===== config.mk =====
export PLATFORM = sky130hd
export DESIGN_NAME = io_debug_bridge
export DESIGN_NICKNAME = d
export VERILOG_FILES = /design/src/rtl/io_debug_bridge.sv
export SDC_FILE = /design/constraint.sdc
export NUM_CORES = 1
export LEC_CHECK = 0
export CAP_MARGIN = 20
export CORE_MARGIN = 5
export CORE_UTILIZATION = 35
export DETAILED_ROUTE_END_ITERATION = 10
export SLEW_MARGIN = 20
export SYNTH_ARGS = -nofsm -noshare
export SYNTH_HDL_FRONTEND = slang
export SYNTH_SLANG_ARGS = --single-unit

===== constraint.sdc =====
create_clock -name clk -period 5.39 [get_ports clk]
set_clock_uncertainty 0.15 [all_clocks]
set_input_delay 0.539 -clock clk [delete_from_list [all_inputs] [get_ports clk]]
set_output_delay 0.539 -clock clk [all_outputs]
set_load 0.02 [all_outputs]

===== src/rtl/io_debug_bridge.sv =====
// Serial-to-IO-bus debug master: peeks/pokes registers from a byte stream; read data captured READ_LATENCY clocks after strobe.
// tx held under tx_ready backpressure; rx has no backpressure (busy-time bytes pulse overrun). IO_BRIDGE_CHECKSUM_EN adds XOR check byte.
module io_debug_bridge #(
    parameter int RX_TIMEOUT   = 5000000,
    parameter int READ_LATENCY = 1
) (
    input  logic        clk,
    input  logic        reset,
    input  logic        rx_valid,
    input  logic [7:0]  rx_data,
    output logic        tx_valid,
    output logic [7:0]  tx_data,
    input  logic        tx_ready,
    output logic        io_write_en,
    output logic        io_read_en,
    output logic [31:0] io_address,
    output logic [31:0] io_write_data,
    input  logic [31:0] io_read_data,
    output logic        busy,
    output logic        overrun
);

    localparam logic [31:0] TIMEOUT_LAST = (RX_TIMEOUT == 0) ? 32'd0 : 32'(RX_TIMEOUT - 1);
    localparam logic [1:0]  LAT_LAST     = 2'(READ_LATENCY - 1);

    typedef enum logic [2:0] {
        S_IDLE,
        S_ADDR,
        S_DATA,
`ifdef IO_BRIDGE_CHECKSUM_EN
        S_CHECK,
`endif
        S_BUS_WR,
        S_BUS_RD,
        S_RD_WAIT,
        S_RESP
    } state_t;

    state_t      r_state;
    state_t      w_next;
    logic        r_is_wr;
    logic [1:0]  r_cnt;
    logic [31:0] r_idle;
    logic [1:0]  r_lat;
    logic [31:0] r_addr;
    logic [31:0] r_wdata;
    logic [31:0] r_resp;
    logic [2:0]  r_resp_cnt;
    logic        r_overrun;
    logic        w_cmd_ok;
    logic        w_in_field;
    logic        w_timeout;
    logic        w_drop;
    logic        w_last_byte;

`ifdef IO_BRIDGE_CHECKSUM_EN
    logic [7:0]  r_csum;
    logic        w_csum_ok;
    assign w_csum_ok  = (rx_data == r_csum);
    assign w_in_field = (r_state == S_ADDR) || (r_state == S_DATA) || (r_state == S_CHECK);
`else
    assign w_in_field = (r_state == S_ADDR) || (r_state == S_DATA);
`endif

    assign w_cmd_ok    = (rx_data == 8'h01) || (rx_data == 8'h02);
    assign w_last_byte = rx_valid && (r_cnt == 2'd3);
    // An arriving byte always beats an expiring timeout.
    assign w_timeout   = (RX_TIMEOUT != 0) && w_in_field && !rx_valid && (r_idle == TIMEOUT_LAST);
    assign w_drop      = rx_valid && ((r_state == S_BUS_WR) || (r_state == S_BUS_RD) ||
                                      (r_state == S_RD_WAIT) || (r_state == S_RESP));

    assign io_address    = r_addr;
    assign io_write_data = r_wdata;
    assign tx_data       = r_resp[7:0];
    assign overrun       = r_overrun;

    always_ff @(posedge clk or posedge reset) begin
        if (reset) r_state <= S_IDLE;
        else       r_state <= w_next;
    end

    always_comb begin
        w_next      = r_state;
        tx_valid    = 1'b0;
        io_write_en = 1'b0;
        io_read_en  = 1'b0;
        busy        = (r_state != S_IDLE);
        case (r_state)
            S_IDLE: if (rx_valid) w_next = w_cmd_ok ? S_ADDR : S_RESP;
            S_ADDR: begin
                if (w_last_byte) begin
`ifdef IO_BRIDGE_CHECKSUM_EN
                    w_next = r_is_wr ? S_DATA : S_CHECK;
`else
                    w_next = r_is_wr ? S_DATA : S_BUS_RD;
`endif
                end else if (w_timeout) begin
                    w_next = S_IDLE;
                end
            end
            S_DATA: begin
                if (w_last_byte) begin
`ifdef IO_BRIDGE_CHECKSUM_EN
                    w_next = S_CHECK;
`else
                    w_next = S_BUS_WR;
`endif
                end else if (w_timeout) begin
                    w_next = S_IDLE;
                end
            end
`ifdef IO_BRIDGE_CHECKSUM_EN
            S_CHECK: begin
                if (rx_valid) begin
                    if (!w_csum_ok) w_next = S_RESP;
                    else            w_next = r_is_wr ? S_BUS_WR : S_BUS_RD;
                end else if (w_timeout) begin
                    w_next = S_IDLE;
                end
            end
`endif
            S_BUS_WR: begin
                io_write_en = 1'b1;
                w_next      = S_RESP;
            end
            S_BUS_RD: begin
                io_read_en = 1'b1;
                w_next     = S_RD_WAIT;
            end
            S_RD_WAIT: if (r_lat == LAT_LAST) w_next = S_RESP;
            S_RESP: begin
                tx_valid = 1'b1;
                if (tx_ready && (r_resp_cnt == 3'd1)) w_next = S_IDLE;
            end
            default: w_next = S_IDLE;
        endcase
    end

    always_ff @(posedge clk or posedge reset) begin
        if (reset) begin
            r_is_wr    <= 1'b0;
            r_cnt      <= 2'd0;
            r_idle     <= 32'd0;
            r_lat      <= 2'd0;
            r_addr     <= 32'd0;
            r_wdata    <= 32'd0;
            r_resp     <= 32'd0;
            r_resp_cnt <= 3'd0;
            r_overrun  <= 1'b0;
`ifdef IO_BRIDGE_CHECKSUM_EN
            r_csum     <= 8'd0;
`endif
        end else begin
            r_overrun <= w_drop;
            r_idle    <= (w_in_field && !rx_valid) ? r_idle + 32'd1 : 32'd0;
            case (r_state)
                S_IDLE: begin
                    if (rx_valid) begin
                        r_is_wr <= (rx_data == 8'h01);
                        r_cnt   <= 2'd0;
`ifdef IO_BRIDGE_CHECKSUM_EN
                        r_csum  <= rx_data;
`endif
                        if (!w_cmd_ok) begin
                            r_resp     <= 32'h0000_00EE;
                            r_resp_cnt <= 3'd1;
                        end
                    end
                end
                S_ADDR: begin
                    if (rx_valid) begin
                        r_addr[{r_cnt, 3'b000} +: 8] <= rx_data;
                        r_cnt                        <= r_cnt + 2'd1;
`ifdef IO_BRIDGE_CHECKSUM_EN
                        r_csum                       <= r_csum ^ rx_data;
`endif
                    end
                end
                S_DATA: begin
                    if (rx_valid) begin
                        r_wdata[{r_cnt, 3'b000} +: 8] <= rx_data;
                        r_cnt                         <= r_cnt + 2'd1;
`ifdef IO_BRIDGE_CHECKSUM_EN
                        r_csum                        <= r_csum ^ rx_data;
`endif
                    end
                end
`ifdef IO_BRIDGE_CHECKSUM_EN
                S_CHECK: begin
                    if (rx_valid && !w_csum_ok) begin
                        r_resp     <= 32'h0000_00EE;
                        r_resp_cnt <= 3'd1;
                    end
                end
`endif
                S_BUS_WR: begin
                    r_resp     <= 32'h0000_00A5;
                    r_resp_cnt <= 3'd1;
                end
                S_BUS_RD: r_lat <= 2'd0;
                S_RD_WAIT: begin
                    if (r_lat == LAT_LAST) begin
                        r_resp     <= io_read_data;
                        r_resp_cnt <= 3'd4;
                    end else begin
                        r_lat <= r_lat + 2'd1;
                    end
                end
                S_RESP: begin
                    if (tx_ready) begin
                        r_resp     <= r_resp >> 8;
                        r_resp_cnt <= r_resp_cnt - 3'd1;
                    end
                end
                default: ;
            endcase
        end
    end

endmodule


## Word-level counts from Yosys, hierarchy flattened

Cells that the tools add are included.

| operators by class | value |
|---|---|
| add/subtract/negate cells | 5 |
| eq/ne operators | 18 |
| shifts and indexed selects | 2 |
| muxes and demuxes | 30 |
| reduce and logical (&&, ||, !) cells | 25 |

Operators by type and width:

| cell | number |
|---|---|
| $mux W32 | 5 |
| $pmux W32 S4 | 1 |
| $bwmux W32 | 2 |
| $mux W3 | 12 |
| $add A32 B1 Y32 const B | 1 |
| $eq A32 B23 Y1 const B | 1 |
| $shift A8 B7 Y32 const A | 1 |
| $shiftx A8 B7 Y32 | 1 |
| $pmux W3 S7 | 1 |
| $pmux W3 S4 | 1 |
| $eq A3 B3 Y1 const B | 3 |
| $eq A8 B1 Y1 const B | 1 |
| $eq A8 B2 Y1 const B | 1 |
| $ne A2 B2 Y1 const B | 4 |
| $pmux W2 S2 | 2 |
| $reduce_and A2 Y1 | 4 |
| $neg A5 Y7 | 1 |
| $eq A3 B1 Y1 const B | 2 |
| $eq A3 B2 Y1 const B | 2 |
| $mux W2 | 3 |
| $ne A2 B1 Y1 const B | 3 |
| $reduce_and A3 Y1 | 2 |
| $logic_and A1 B1 Y1 | 5 |
| $logic_or A1 B1 Y1 | 5 |
| 12 further kinds | 16 |

| word-level totals | value |
|---|---|
| register bits after elaboration | 140 |
| bits of input ports | 44 |
| output and inout port bits | 77 |
| word-level logic and storage cells | 90 |

## Depth between registers and ports, before layout

Gate-level depths: netlist (run 1).

| logic depth | value |
|---|---|
| word-level depth | 7 |
| mapped depth | 7 |
| mapped depth without buffers | 6 |

## Least setup slack after synthesis (run 1)

No wires, ideal clock.

| path | value |
|---|---|
| kind | register to register |
| start point | reg r_state[1] |
| end point | reg r_resp[0] |
| setup time | 125 ps |
| data arrival time | 1797 ps |
| data required time | 5115 ps |
| slack | 3318 ps |
| stages on the path, launching flop included | 7 |
| path buffers | 2 |
| clock period less this slack | 2072 ps |
| cell sequence | dfrtp_1 > buf_6 > or3_4 > and4b_1 > a21oi_4 > buf_6 > mux2_4 |

| on the way | value |
|---|---|
| cells in the longest elaborated chain, start to end | 3 |
| elaborated cells between the ends (all ways) | 11 |
| classes of those cells | eq/ne: 7; mux: 1; reduce/logical: 3 |

Ends and longest elaborated chain:

| element | line | source |
|---|---|---|
| start: declaration | 39 | `state_t r_state;` |
| start signal: assignment | 79 | `else r_state <= w_next;` |
| $eq A3 B2 Y1, or another cell as far along | 156 | `case (r_state)` |
| $reduce_bool A4 Y1 (no source line), or another cell as far along | -- |  |
| $reduce_and A5 Y1 (no source line) | -- |  |
| end signal: assignment | 203 | `r_resp <= io_read_data;` |
| end signal: assignment | 211 | `r_resp <= r_resp >> 8;` |
| end: declaration | 47 | `logic [31:0] r_resp;` |

Several ways; a longest one is shown, not always the timed one.
A chain may end at the register's enable or synchronous reset.

## Worst setup path in the final report (run 1)

| path | value |
|---|---|
| start point | reg r_state[0] |
| end point | out tx_valid |

| on the way | value |
|---|---|
| cells in the longest elaborated chain, start to end | 2 |

Ends and longest elaborated chain:

| element | line | source |
|---|---|---|
| $eq A3 B3 Y1 | 88 | `case (r_state)` |
| $mux W1 | 88 |  |
| end: declaration | 11 | `output logic tx_valid,` |

Every way passes these cells.

==> impl_metrics.toml, run 1 <==
[power]
p_per_area_nw_per_um2 = 473
power.leakage_nw = 3.68
vdd_drop_max_v = 0.000224

[global_routing]
antenna_found_initial = 0
grt-ovfl-total = 0
grt_pass1_vias = 5388
track_usage_pct = 15.7
grt_max_degree = 93
grt_pass1_wl_um = 28100

[timing]
period_minus_slack_ns = 3.46
slew_violations = 0
max_freq_ghz = 0.289
holdWs_ns = 0.317
rsz0062_at_grt = "false"
setup_ws_ns = 1.93
worstMarginPinSlew_ns = 1.01
tns_ns = 0
finalSetupViolations = 0
hold_viol = 0
period_share_pct = 64.3
slew_headroom_pct = 32.9

[logic_synthesis]
synthArstFlopShare_pct = 100
synth_fp_nets = 684
synth_cell_types = 61
synth-warning-count = 0
ys_ff_latch = 140
netlist_instances = 631
syn-cell-area_um2 = 6950
synth_edf_count = 0
seq_area_frac_synth_pct = 50.4
ys.flop_type = "dfrtp_1"
syn_avg_cell_area_um2 = 11.0

[flow_run]
maxCapViolCount = 0

[die]
initial_core_util_pct = 35.6
top_level_ports = 121
dieHeight_um = 151
core-area_um2 = 19500
num_rows = 51
fp.dieArea_um2 = 22800
die_x_um = 151

[critical_path]
critPathRequiredTime_ns = 4.70
critical_path_class = "reg -> out"
cp-end-kind = "output port"
crit_chain = "nand3b_1 > inv_1 > buf_4 > clkdlybuf4s50_1"
startpoint = "r_state[0]"
reg2reg_from = "r_state[0]"
path_max_fanout = 21
critPathTopFamily = "buffers and inverters"
crit_path_start_kind = "flop"
crit_arrival_ns = 2.78
max_stage_delay_ns = 0.65
path_buf_inv = 3
crit_slowest_cell = "clkdlybuf4s50_1"

[cells_and_area]
final_cell_mix = "dfrtp_1, clkdlybuf4s50_1, nand2_1, mux2_2, o21ai_0"
regArea_um2 = 3500
mostFrequentLayoutCell = "dfrtp_1"
fin_area_um2 = 8880
fin_cells = 1007
multiInputGateArea_um2 = 3140
area_growth_pct = 27.8
drive_above_1_share_pct = 16.6
nNetsFinal = 783
diodes = 0
nFillCells = 1802

[clocking]
cts_setup_buffers = 0
cts_tree = "done"
cts_max_level = 4
cts_resized = 0
cts_sinks = 140
clockBufferDepth = 2
clk_pin_slew_worst_paths_ns = 0.06
cts_made_buffers = 17
postCtsHoldBufs = 0
worstSkewPairLatency_ns = 0.41
cts_root_buf = "clkbuf_16"

[routing]
ant_nets = 0
viasPerCell = 5.15
dr.pass1.iters = 4
drt-total-wl_um = 17400
vias = 5184
drt-wirelength-per-cell_um = 17.3
drc = 0
first_iter_violations = 305

[placed_design]
place_area_um2 = 8280
post-place-ws_ns = 1.82
hpwlAfterDp_um = 12700
place_congestion = 0.736
numPortBuffers = 120
dp.cells = 976

[outcome]
outcome = "finished clean"

[worst_hold_path]
hp-start = "r_lat[0]"
hp-class = "reg -> reg"
[worst register-to-register path, delay by kind of cell, from the launching register on]
family,cells,cell delay [ns]
buffers and inverters,2,0.61
AO/OA/AOI/OAI,1,0.73
multiplexers,1,0.33
AND/OR/NAND/NOR,2,0.74
flip-flops,1,0.62
[logic make-up after synthesis]
logic type | synth area share [%]
muxes | 14.4
adders and majority gates | 1.62
and+or+nand+nor | 16.4
AOI/OAI and AO/OA | 11.0
buffers and inverters | 4.48
DFF | 50.4
xor gates and xnor gates | 1.64
[cell type report]
class | count | area share, %
clock inverter | 13 | 1.89
multi-input combinational | 426 | 35.3
clock buffer | 18 | 4.83
inverter | 22 | 0.986
tap | 265 | 3.73
sequential | 140 | 39.5
timing repair buffer | 123 | 13.8
[report_power, final]
part           total [mW]  switching, mW  internal [mW]
Clock                1.18          0.450          0.727
Combinational        1.55          0.819          0.733
Sequential           1.47          0.189           1.28
[worst paths after layout]
path	depth (start not counted)	endpoint	slack, ns
max	4	tx_valid	1.93
min	1	r_lat[0]	0.32
max reg2reg	6	r_resp[3]	2.09
min reg2reg	1	r_lat[0]	0.32
max in group asynchronous	3	io_write_data[9]	3.43
min in group asynchronous	2	io_address[29]	0.52
[state kept, by name, indices dropped and copies added (netlist names)]
name,cells
overrun,1
io_address,32
r_resp_cnt,3
r_idle,32
r_cnt,2
r_is_wr,1
r_resp,32
io_write_data,32
r_lat,2
r_state,3
[synth_stat cells (4+ instances only)]
cell      number  area share [%]
a21oi_1       24             1.7
a22o_1         9             1.1
and2_1        28             2.5
and4_1         4            0.50
buf_4          9            0.97
buf_6          4            0.65
clkbuf_1      26             1.4
dfrtp_1      140              50
ha_1           9             1.6
inv_1         22             1.2
mux2_2        54             8.7
mux2_4        21             4.5
mux2i_1        8             1.2
nand2_1       54             2.9
nand2b_1       5            0.45
nand3_1       13            0.94
nand4_1        9            0.81
nor2_1        22             1.2
nor2_2         5            0.45
nor3_1         7            0.50
nor3b_1        5            0.54
nor4_1         7            0.63
o21a_1         4            0.43
o21ai_0       33             2.4
o21ai_1        7            0.50
o31ai_1       23             2.5
or3_1          5            0.45
or4_1         15             1.6
xnor2_1        6            0.76
xor2_1         7            0.88
[layer usage]
layer,vias to the layer above,GRT usage (%),share of wire [%]
met1,2613,20.8,45
met2,97,25.9,51
met5,-,0,0
met4,0,4.26,0.59
met3,6,3.35,3.5
li1,2468,-,-
[per-stage QoR]
stage / total power [mW] / util (%)
global placement: 3.01 / 42.4
finish: 4.20 / 45.5
CTS: 4.25 / 45.5
global route: 4.43 / 45.5
detailed placement: 3.05 / 42.4
floorplan: 2.50 / -
No activity file was read; power rests on OpenSTA's default activity.
==> run 2: changes to the inputs <==
==> constraint.sdc (replaced) <==
create_clock -name clk -period 3.4 [get_ports clk]
set_clock_uncertainty 0.15 [all_clocks]
set_input_delay 0.34 -clock clk [delete_from_list [all_inputs] [get_ports clk]]
set_output_delay 0.34 -clock clk [all_outputs]
set_load 0.02 [all_outputs]
==> impl_metrics.toml, run 2 (synthesis results as in run 1) <==
[outcome]
outcome = "finished clean"

[critical_path]
path_max_fanout = 25
r2r_end = "r_resp[0]"
critical_path_class = "reg -> reg"
crit_slowest_cell = "a21oi_4"
reg2regPathDepth = 5
cp-end-kind = "flop"
crit_chain = "or3_4 > and4b_1 > a21oi_4 > buf_4 > mux2_4"
rrSetupSlack_ns = 0.45
critPathRequiredTime_ns = 3.55
crit_path_start_kind = "flop"
crit_arrival_ns = 3.10
reg2reg_from = "r_state[1]"
max_stage_delay_ns = 0.76

[timing]
rsz0062_at_grt = "false"
max_freq_ghz = 0.338
period_share_pct = 86.9
finalSetupViolations = 0
slew_violations = 0
slew_headroom_pct = 35.2
worstMarginPinSlew_ns = 0.970
period_minus_slack_ns = 2.95
hold_viol = 0
tns_ns = 0

[cells_and_area]
multiInputGateArea_um2 = 3140
drive_above_1_share_pct = 17.5
nNetsFinal = 793
final_cell_mix = "dfrtp_1, clkdlybuf4s50_1, nand2_1, mux2_2, o21ai_0"
nFillCells = 1855
area_growth_pct = 28.6
mostFrequentLayoutCell = "dfrtp_1"
diodes = 0
regArea_um2 = 3500

[power]
power_mw = 6.57
p_per_area_nw_per_um2 = 734
vdd_drop_max_v = 0.000352
power.leakage_nw = 3.72

[global_routing]
track_usage_pct = 16.0
grt_busiest_layer = "met2"
grt_pass1_wl_um = 28700
antenna_found_initial = 0
grt_use_met1_pct = 21.4
met2_usage_pct = 25.9
grt_max_degree = 78
grt-ovfl-total = 0
grt_pass1_vias = 5445
use_met3_pct = 3.83

[routing]
first_iter_violations = 239
drt-total-wl_um = 17700
vias = 5226
drt-wirelength-per-cell_um = 17.4
viasPerCell = 5.13
ant_nets = 0
dr.pass1.iters = 4
drc = 0

[clocking]
clockBufferDepth = 2
clk_pin_slew_worst_paths_ns = 0.06
cts_setup_buffers = 0
cts_tree = "done"
cts_made_buffers = 17
cts_max_level = 4
cts_root_buf = "clkbuf_16"
cts_resized = 0
worstSkewPairLatency_ns = 0.42
cts_sinks = 140
postCtsHoldBufs = 0

[flow_run]
maxCapViolCount = 0

[die]
dieHeight_um = 151
top_level_ports = 121
num_rows = 51
fp.dieArea_um2 = 22800
core-area_um2 = 19500
die_x_um = 151
initial_core_util_pct = 35.6

[worst_hold_path]
hp-class = "in -> async"

[placed_design]
hpwlAfterDp_um = 12900
place_congestion = 0.822
numPortBuffers = 120
run 2: metal layers:
metal | part of all wire, % | wire length [µm]
met2 | 50 | 8800
met3 | 3.8 | 676
met1 | 45 | 7970
met4 | 1.6 | 292
met5 | 0 | 0
run 2: power breakdown:
group          internal (mW)  switching, mW
logic                   1.20           1.29
registers               2.03          0.291
clock network           1.03          0.724
total                   4.26           2.31
run 2: worst max path at each step:
stage / startpoint / endpoint / slack [ns] / cells past startpoint
2_1_floorplan: reset / io_address[0] / 1.16 / 1
3_3_place_gp: rx_valid / r_resp[8] / 0.30 / 6
3_5_place_dp: rx_valid / r_resp[0] / 0.25 / 6
4_1_cts: r_state[1] / r_resp[0] / 0.46 / 5
5_1_grt: r_state[2] / r_resp[0] / 0.26 / 5
6_report: r_state[1] / r_resp[0] / 0.45 / 5
run 2: final cells by class:
type,count,share of cell area (%)
sequential,140,39.2
multi-input combinational,426,35.1
timing repair buffer,133,14.8
clock buffer,20,5.00
tap,265,3.71
clock inverter,12,1.27
inverter,22,0.966
run 2: through the flow:
stage / instances / setup slack [ns] / hold slack (ns) / utilization, % / area [µm²]
finish: 1018 / 0.445 / 0.190 / 45.8 / 8940
global route: 1018 / 0.257 / 0.237 / 45.8 / 8940
CTS: 1018 / 0.458 / 0.207 / 45.8 / 8940
detailed placement: 986 / 0.252 / 0.318 / 42.9 / 8380
global placement: 986 / 0.296 / 0.306 / 42.9 / 8380
floorplan: 631 / 1.16 / 0.287 / - / 6950
run 2: critical path, delay by kind of cell (launching register included):
| kind | cells | cell delay (ns) |
|---|---|---|
| flip-flops | 1 | 0.68 |
| buffers and inverters | 1 | 0.38 |
| AO/OA/AOI/OAI | 1 | 0.76 |
| multiplexers | 1 | 0.32 |
| AND/OR/NAND/NOR | 2 | 0.53 |
